## config.mk

```make
export PLATFORM = sky130hd
export DESIGN_NAME = div_hilo_sequencer
export DESIGN_NICKNAME = d
export VERILOG_FILES = /design/src/rtl/cpu_pkg.sv /design/src/rtl/hilo_regs.sv /design/src/rtl/div_hilo_sequencer.sv
export SDC_FILE = /design/constraint.sdc
export NUM_CORES = 1
export LEC_CHECK = 0
export BUFFER_PORTS_ARGS = -buffer_cell sky130_fd_sc_hd__clkbuf_2
export CAP_MARGIN = 20
export CORE_ASPECT_RATIO = 1.4
export CORE_MARGIN = 2
export CORE_UTILIZATION = 45
export CTS_BUF_LIST = sky130_fd_sc_hd__clkbuf_8
export DETAILED_ROUTE_END_ITERATION = 16
export PLACE_DENSITY = 0.79
export SETUP_SLACK_MARGIN = 0.15
export SLEW_MARGIN = 10
export SYNTH_ARGS = -nofsm -noshare
export SYNTH_HDL_FRONTEND = slang
export SYNTH_SLANG_ARGS = --single-unit
export TNS_END_PERCENT = 1
```

## constraint.sdc

```tcl
create_clock -name clock -period 5 [get_ports clock]
set_input_delay 0 -clock clock [delete_from_list [all_inputs] [get_ports clock]]
set_output_delay 0 -clock clock [all_outputs]
set_load 0.05 [all_outputs]
```

## src/rtl/cpu_pkg.sv

```systemverilog
// Shared CPU definitions: datapath width and the divide sequencer state encoding.
package cpu_pkg;

   localparam int unsigned DATA_W = 32;

   typedef enum logic [1:0] {
      IDLE   = 2'd0,
      SETTLE = 2'd1,
      WRITE  = 2'd2
   } state_e;

endpackage

```

## src/rtl/hilo_regs.sv

```systemverilog
// HI/LO register pair: divider results take priority, mthi/mtlo only when idle.
module hilo_regs
   import cpu_pkg::*;
#(
   parameter int unsigned DATA_W = cpu_pkg::DATA_W
) (
   input  logic              clock,
   input  logic              clear_n,
   input  logic              div_we,
   input  logic              busy,
   input  logic [DATA_W-1:0] div_quo,
   input  logic [DATA_W-1:0] div_rem,
   input  logic [DATA_W-1:0] wr_data,
   input  logic              hi_we,
   input  logic              lo_we,
   output logic [DATA_W-1:0] hi_out,
   output logic [DATA_W-1:0] lo_out
);

   logic [DATA_W-1:0] hi_q, hi_d;
   logic [DATA_W-1:0] lo_q, lo_d;

   // Next HI/LO: divider write wins, otherwise move-to writes while not busy.
   always_comb begin
      hi_d = hi_q;
      lo_d = lo_q;
      if (div_we) begin
         hi_d = div_rem;
         lo_d = div_quo;
      end else if (!busy) begin
         if (hi_we) hi_d = wr_data;
         if (lo_we) lo_d = wr_data;
      end
   end

   // HI/LO storage, cleared asynchronously.
   always_ff @(posedge clock or negedge clear_n) begin
      if (!clear_n) begin
         hi_q <= '0;
         lo_q <= '0;
      end else begin
         hi_q <= hi_d;
         lo_q <= lo_d;
      end
   end

   assign hi_out = hi_q;
   assign lo_out = lo_q;

endmodule

```

## src/rtl/div_hilo_sequencer.sv

```systemverilog
// Multicycle divide controller: latches operands for the combinational
// divider, waits SETTLE_CYCLES clocks, then commits quotient/remainder to LO/HI.
module div_hilo_sequencer
   import cpu_pkg::*;
#(
   parameter int unsigned DATA_W        = cpu_pkg::DATA_W,
   parameter int unsigned SETTLE_CYCLES = 4,
   parameter int unsigned CNT_W         = 3
) (
   input  logic              clock,
   input  logic              clear_n,
   input  logic              start,
   input  logic [DATA_W-1:0] op_dividend,
   input  logic [DATA_W-1:0] op_divisor,
   output logic              busy,
   output logic              done,
   output logic              div_by_zero,
   output logic [DATA_W-1:0] div_dividend,
   output logic [DATA_W-1:0] div_divisor,
   input  logic [DATA_W-1:0] div_quo,
   input  logic [DATA_W-1:0] div_rem,
   input  logic [DATA_W-1:0] wr_data,
   input  logic              hi_we,
   input  logic              lo_we,
   output logic [DATA_W-1:0] hi_out,
   output logic [DATA_W-1:0] lo_out
);

   state_e            state_q, state_d;
   logic [CNT_W-1:0]  cnt_q, cnt_d;
   logic [DATA_W-1:0] dividend_q, dividend_d;
   logic [DATA_W-1:0] divisor_q, divisor_d;
   logic              dbz_q, dbz_d;
   logic              done_q, done_d;
   logic              div_we;

   // Next-state, operand latch, settle counter and done pulse.
   always_comb begin
      state_d    = state_q;
      cnt_d      = cnt_q;
      dividend_d = dividend_q;
      divisor_d  = divisor_q;
      dbz_d      = dbz_q;
      done_d     = 1'b0;
      case (state_q)
         IDLE: begin
            if (start) begin
               dividend_d = op_dividend;
               divisor_d  = op_divisor;
               dbz_d      = (op_divisor == '0);
               if (op_divisor == '0) begin
                  // Nothing to wait for: skip straight to the (suppressed) write.
                  state_d = WRITE;
               end else begin
                  cnt_d   = CNT_W'(SETTLE_CYCLES - 1);
                  state_d = SETTLE;
               end
            end
         end
         SETTLE: begin
            if (cnt_q == '0) begin
               state_d = WRITE;
            end else begin
               cnt_d = cnt_q - 1'b1;
            end
         end
         WRITE: begin
            done_d  = 1'b1;
            state_d = IDLE;
         end
         default: state_d = IDLE;
      endcase
   end

   // Control and operand registers, cleared asynchronously.
   always_ff @(posedge clock or negedge clear_n) begin
      if (!clear_n) begin
         state_q    <= IDLE;
         cnt_q      <= '0;
         dividend_q <= '0;
         divisor_q  <= '0;
         dbz_q      <= 1'b0;
         done_q     <= 1'b0;
      end else begin
         state_q    <= state_d;
         cnt_q      <= cnt_d;
         dividend_q <= dividend_d;
         divisor_q  <= divisor_d;
         dbz_q      <= dbz_d;
         done_q     <= done_d;
      end
   end

   assign busy         = (state_q != IDLE);
   assign done         = done_q;
   assign div_by_zero  = dbz_q;
   assign div_dividend = dividend_q;
   assign div_divisor  = divisor_q;
   assign div_we       = (state_q == WRITE) && !dbz_q;

   hilo_regs #(
      .DATA_W(DATA_W)
   ) u_hilo_regs (
      .clock   (clock),
      .clear_n (clear_n),
      .div_we  (div_we),
      .busy    (busy),
      .div_quo (div_quo),
      .div_rem (div_rem),
      .wr_data (wr_data),
      .hi_we   (hi_we),
      .lo_we   (lo_we),
      .hi_out  (hi_out),
      .lo_out  (lo_out)
   );

endmodule

```

==> results of run 1 <==
-- metrics by stage --
stage	setup slack, ns	util (%)
floorplan	3.40	-
global placement	2.80	57.5
detailed placement	2.69	57.5
-- cell families after synthesis --
| family | count (synthesis) |
|---|---|
| AOI/OAI and AO/OA | 73 |
| DFF | 135 |
| muxes | 129 |
| buffers and inverters | 34 |
| adders and majority gates | 2 |
| and+or+nand+nor | 84 |
==> results.md, run 1 <==
- Starting Density: between 40% and 50%
- Synthesized instance count: between 400 and 500
- Number of synthesized register bits: approximately 140
- CTS Buf Count: 17
- Dpl cells: around 880
- XOR/XNOR Fraction of Synth Area: 0%
- Yosys warns: 0
- Err: [ERROR RSZ-0060] Max buffer count reached.
- Post-CTS Setup Bufs: 0
- Final Wtd Congestion: roughly 0.87
- Sequential-to-total area share from yosys stat: roughly 58%
- PostCTS Resize Cnt: 0
- Most common cell in the netlist: dfrtp_1
- CTS root buf: clkbuf_8
- Adder-cell area share of the yosys netlist: less than 1%
- Async set or reset register ratio after synthesis: 100%
- Mapped Nets: 624
- Placed inst area: ~7300 sq um
- Post-Syn Area per Cell: approximately 13 sq um
- Leading area contributor after synthesis: dfrtp_1
- Port Buffers: between 200 and 300
- I/O Pins: 296
- Sink Count: between 100 and 150
- Std cell rows: 49
- Post-synth EDFFs: 0
- Cts hold-fix bufs: between 150 and 200
- Post-synthesis cell area: between 5000 and 6000 sq um
- Die Width: between 90 and 100 um
- Largest family of logic cells by synthesized area: multiplexers
- Mux cell area share after synthesis: roughly a quarter
- Ranking of synthesized cells by area: dfrtp_1, mux2_2, mux2i_1
- Synth Area in Compound Gates: ~6.9%
- Top post-synthesis cells by count: dfrtp_1, mux2_2, mux2i_1, nand2_1, o21ai_1
- Unique masters post-synth: 28
- Die Y-Extent: about 140 um
- Clock buffer depth: 2
- Simple-gate share of the synthesized area: ~6.5%
- CTS H-Tree Depth: 4
- Stop stage: 4_1_cts
- Synth Flop Type: dfrtp_1
- Share of the synthesized area in the top cell type: between 50 and 60%
- Status: aborted with a tool error
- Hpwl dp: about 12000 um
==> run 2: changes to the inputs <==
--- a/config.mk
+++ b/config.mk
@@ -7,13 +7,10 @@
 export LEC_CHECK = 0
 export BUFFER_PORTS_ARGS = -buffer_cell sky130_fd_sc_hd__clkbuf_2
 export CAP_MARGIN = 20
-export CORE_ASPECT_RATIO = 1.4
 export CORE_MARGIN = 2
-export CORE_UTILIZATION = 45
-export CTS_BUF_LIST = sky130_fd_sc_hd__clkbuf_8
+export CORE_UTILIZATION = 30
 export DETAILED_ROUTE_END_ITERATION = 16
-export PLACE_DENSITY = 0.79
-export SETUP_SLACK_MARGIN = 0.15
+export PLACE_DENSITY_LB_ADDON = 0.15
 export SLEW_MARGIN = 10
 export SYNTH_ARGS = -nofsm -noshare
 export SYNTH_HDL_FRONTEND = slang
==> results.md, run 2 <==
- Non-Filler Instances: ~1.2k
- Layout area overhead: 73.2%
- DRT antenna net count: 0
- Relative slew margins: between 40 and 50%
- Final period util: ~56%
- Setup CP Type: flop to flop
- Most frequent cells in the layout: clkbuf_2, dlygate4sd3_1, dfrtp_1
- Async set or reset register ratio after synthesis: 100%
- RSZ-0062 raised after global routing: false
- Worst vdd ir: roughly 0.35 mV
- Total grt overflow: 0
- Setup TNS: 0 ns
- CP arrival: between 3 and 4 ns
- Clock transition at path regs: roughly 0.060 ns
- CTS tree: built
- Leading cell type in the layout, fill and taps excluded: clkbuf_2
- Synthesized instance count: 457
- Placed inst area: 7410 sq um
- Total global-route track usage: between 10% and 20%
- Fill cells: ~1.7k
- Max_cap viols: 0
- PwrDens: 692 nW/um^2
- Ant diodes: 0
- Pre-antenna DRT Iters: 4
- Die area: between 20000 and 25000 sq um
- Final design utilization: between 50% and 60%
- Min-delay src: start
- Hpwl dp: between 10000 and 15000 um
- Top post-synthesis cells by count: dfrtp_1, mux2_2, mux2i_1, nand2_1, o21ai_1
- First-pass GRT wire length: ~29000 um
- Die Width: between 100 and 150 um
- Yosys warns: 0
- Post-Syn Area per Cell: approximately 13 sq um
- Ranking of synthesized cells by area: dfrtp_1, mux2_2, mux2i_1
- Sink Count: about 140
- WL/cell: 15.4 um
- Initial antenna violation count: 0
- Share of the synthesized area in the top cell type: 58.5%
- Starting Density: between 30% and 40%
- Leading area contributor after synthesis: dfrtp_1
- Routed via count: 5395
- CTS root buf: clkbuf_16
- Hold Crit Class: input pin to flop
- Post-synthesis cell area: 5780 sq um
- Required time of the critical path: 5.27 ns
- Residual DRC count: 0
- Worst-skew pair later-pin latency: 0.41 ns
- Initial drt markers: 138
- Final Wtd Congestion: approximately 0.8
- Critical path capture point type: flop
- Final nets: ~1.1k
- Final number of setup-violating endpoints: 0
- Post-CTS Setup Bufs: 0
- Tmin final: around 2.8 ns
- Total core area: 18800 sq um
- Design Area, Final: 10000 sq um
- Most common cell in the netlist: dfrtp_1
- P_leak: about 0.0047 uW
- Post-synth EDFFs: 0
- Vias in the first global route: roughly 5.8k
- FMAX: 356 MHz
- Final wirelength: ~18000 um
- CP Max Fanout: 20
- Hold Vio Cnt, Final: 0
- Critical path launch point type: flop
- Port Buffers: a little under 300
- Via-to-Cell Ratio: approximately 4.5
- Clock buffer depth: 2
- Std cell rows: 50
- WHS: around 0.081 ns
- R2R Path Start: state_q[1]
- Skew final: about 0.0055 ns
- Status: completed
- Largest net degree at the start of global routing: 85
- CTS Buf Count: 17
- Share of cells above drive strength 1: between 40% and 50%
- Final-report max-slew violation count: 0
- Synth Flop Type: dfrtp_1
- Dpl cells: between 900 and 1k
- Number of synthesized register bits: approximately 140
- Worst Max-Slew Pin Slew: approximately 0.85 ns
- Sequential-to-total area share from yosys stat: roughly three fifths
- Mapped Nets: 624
- I/O Pins: between 200 and 300
- Unique masters post-synth: 28
- Die Y-Extent: 143 um
- CTS H-Tree Depth: 4
- CP startpoint: state_q[1]
==> run 2: through the flow <==
| stage | power, uW | setup slack (ns) |
|---|---|---|
| after floorplan | 4580 | 3.40 |
| after global placement | 5390 | 2.40 |
| after detailed placement | 5440 | 2.24 |
| after CTS | 6970 | 1.71 |
| after global routing | 7270 | 2.03 |
| final | 6930 | 2.19 |
==> run 2: logic make-up (layout without fill, tap and decap cells) <==
logic type	Yosys count	after routing	share of synthesized area, %
compound gates	73	73	6.89
simple gates	84	84	6.48
mux	129	129	23.8
flops	135	135	58.5
fa+ha+maj	2	2	0.433
buf+inv	34	533	3.94
==> run 2: layout make-up <==
type / instances / area [sq um] / area share (%)
Tap cell: 234 / 293 / 2.93
Sequential cell: 135 / 3380 / 33.8
Multi-Input combinational cell: 288 / 2190 / 21.9
Inverter: 6 / 22.5 / 0.225
Timing Repair Buffer: 495 / 3490 / 34.9
Clock inverter: 11 / 171 / 1.71
Clock buffer: 21 / 460 / 4.60
==> run 2: final timing paths <==
path	endpoint	slack (ns)	depth (start not counted)
hold / removal	div_dividend[4]	0.08	3
min in group asynchronous	div_divisor[11]	0.22	2
setup / recovery	u_hilo_regs.lo_out[7]	2.19	7
hold reg to reg	u_hilo_regs.lo_out[13]	0.48	2
setup reg to reg	u_hilo_regs.lo_out[7]	2.19	7
max in group asynchronous	div_dividend[31]	3.52	3
==> run 2: timing repair <==
item	4_1_cts	5_1_grt
hold endpoints to repair	211	0
hold buffers	193	0
resized for setup	0	0
==> run 2: worst max-delay path, stage by stage, from the launching register on <==
cell	delay [ns]
dfrtp_1	0.60
inv_2	0.12
nor3_4	0.45
buf_16	0.22
buf_4	0.34
mux2i_1	0.25
dlygate4sd3_1	0.60
o21ai_1	0.07
==> run 2: power breakdown <==
part / leakage [uW] / internal, uW / switching, uW
Clock: 0.000304 / 863 / 478
Sequential: 0.00164 / 1630 / 294
Combinational: 0.00279 / 1010 / 2660
Total: 0.00473 / 3500 / 3430
==> run 2: metal layers <==
metal / vias up / track usage (%) / part of all wire (%)
li1: 2581 / - / -
met1: 2588 / 19.5 / 38
met2: 180 / 32.4 / 53
met3: 46 / 4.53 / 5.1
met4: 0 / 9.80 / 4.3
met5: - / 0 / 0
(Power assumes the default switching activity.)
==> run 3: changes to the inputs <==
==> constraint.sdc (replaced) <==
create_clock -name clock -period 2.5 [get_ports clock]
set_input_delay 0 -clock clock [delete_from_list [all_inputs] [get_ports clock]]
set_output_delay 0 -clock clock [all_outputs]
set_load 0.05 [all_outputs]
==> results.md, run 3 (synthesis gave the netlist of run 2 again) <==
- Status: completed
- RSZ-0062 raised after global routing: false
- Relative slew margins: 39.9%
- Sink Count: roughly 140
- Die Y-Extent: roughly 140 um
- Final nets: ~1.1k
- Vias in the first global route: around 6k
- Final Wtd Congestion: about 0.76
- Clock transition at path regs: about 0.06 ns
- P_leak: 0.00475 uW
- Die area: 20400 sq um
- Dpl ws: a little under 0.6 ns
- Skew final: roughly 0.011 ns
- Total grt overflow: 0
- Leading cell type in the layout, fill and taps excluded: clkbuf_2
- Total global-route track usage: between 15 and 20%
- Ant diodes: 0
- FF+latch area: between 3000 and 4000 sq um
- FMAX: around 440 MHz
- CTS root buf: clkbuf_16
- Post-CTS Setup Bufs: 0
- PwrDens: approximately 1400 nW/um^2
- Final wirelength: approximately 19000 um
- Final-report max-slew violation count: 0
- Total core area: about 19000 sq um
- Required time of the critical path: 2.77 ns
- CTS H-Tree Depth: 4
- Setup TNS: 0 ns
- Worst vdd ir: about 0.86 mV
- Dpl cells: slightly below 1k
- Layout area overhead: 74.5%
- Hold Crit Class: input pin to asynchronous set/reset pin
- Die Width: 143 um
- Pre-antenna DRT Iters: 4
- Setup CP Type: flop to flop
- CP Max Fanout: 64
- Reg2reg setup slack: ~0.20 ns
- Hold Vio Cnt, Final: 0
- Critical path launch point type: flop
- CTS tree: built
- Starting Density: about 31%
- Initial antenna violation count: 1
- Tmin final: around 2.3 ns
- Routed via count: between 5k and 6k
- CP arrival: 2.57 ns
- Std cell rows: 50
- Initial drt markers: roughly 110
- Via-to-Cell Ratio: between 4 and 5
- Hpwl dp: around 12000 um
- Fill cells: approximately 1.6k
- Worst-skew pair later-pin latency: approximately 0.42 ns
- Largest net degree at the start of global routing: between 60 and 70
- Clock buffer depth: 2
- Max_cap viols: 0
- WHS: between 0.1 and 0.15 ns
- Final period util: 91.8%
- Final number of setup-violating endpoints: 0
- WL/cell: 15.6 um
- Final worst slack: a little over 0.2 ns
- DRT antenna net count: 0
- Total power: 14000 uW
- Residual DRC count: 0
- Port Buffers: 295
- Worst Max-Slew Pin Slew: about 0.90 ns
- I/O Pins: about 300
- Most frequent cells in the layout: clkbuf_2, dlygate4sd3_1, dfrtp_1
- CTS Buf Count: 17
- Share of cells above drive strength 1: 42.6%
- Critical path capture point type: flop
- Non-Filler Instances: around 1.2k
- Multi-input logic area: 2190 sq um
- First-pass GRT wire length: 29200 um
-- run 3: changes by cell type in the layout (fill, tap and decap cells not counted), sizes merged --
cell         delta
dlygate4sd3     -1
-- run 3: routing by layer --
layer / up-vias / global-route usage [%] / part of all wire [%]
met5: - / 0 / 0.070
met3: 40 / 4.90 / 5.1
met4: 2 / 8.34 / 2.9
met2: 178 / 33.9 / 54
li1: 2590 / - / -
met1: 2626 / 19.5 / 38
-- run 3: worst max-delay path, stage by stage, from the launching register on --
cell	delay (ns)
dfrtp_2	0.49
inv_2	0.09
nor3_4	0.19
clkbuf_16	0.39
mux2i_1	0.27
dlygate4sd3_1	0.58
o21ai_1	0.06
-- run 3: final cells by class --
type,instances,share of cell area [%]
clock buffer,20,4.63
clock inverter,11,1.70
inverter,6,0.223
multi-input combinational,288,21.7
sequential,135,33.5
tap,234,2.90
timing repair buffer,495,35.3
-- run 3: per-stage QoR --
step,utilization (%),cell area [sq um]
4_1_cts,53.7,10100
3_5_place_dp,40.0,7510
2_1_floorplan,-,5780
6_report,53.7,10100
3_3_place_gp,40.0,7510
5_1_grt,53.7,10100
-- run 3: path summary, 6_finish.rpt --
check,startpoint,to,cells after the start
worst max-delay path,state_q[1],u_hilo_regs.lo_out[23],6
min in group clock,start,state_q[1],3
worst min-delay path,clear_n,div_divisor[14],2
max in group asynchronous,clear_n,state_q[1],3
worst min register to register,u_hilo_regs.hi_out[0],u_hilo_regs.hi_out[0],2
worst max register to register,state_q[1],u_hilo_regs.lo_out[23],6
-- run 3: where the power goes --
part	internal [uW]	switching, uW	total (uW)
Sequential	3260	600	3860
Combinational	2090	5340	7430
Clock	1750	954	2700
-- run 3: what timing repair did --
action / in CTS / in global routing
endpoints found under the hold margin: 182 / 0
endpoints found under the setup margin: 0 / 8
resized for setup: 0 / 2
hold buffers: 192 / 0
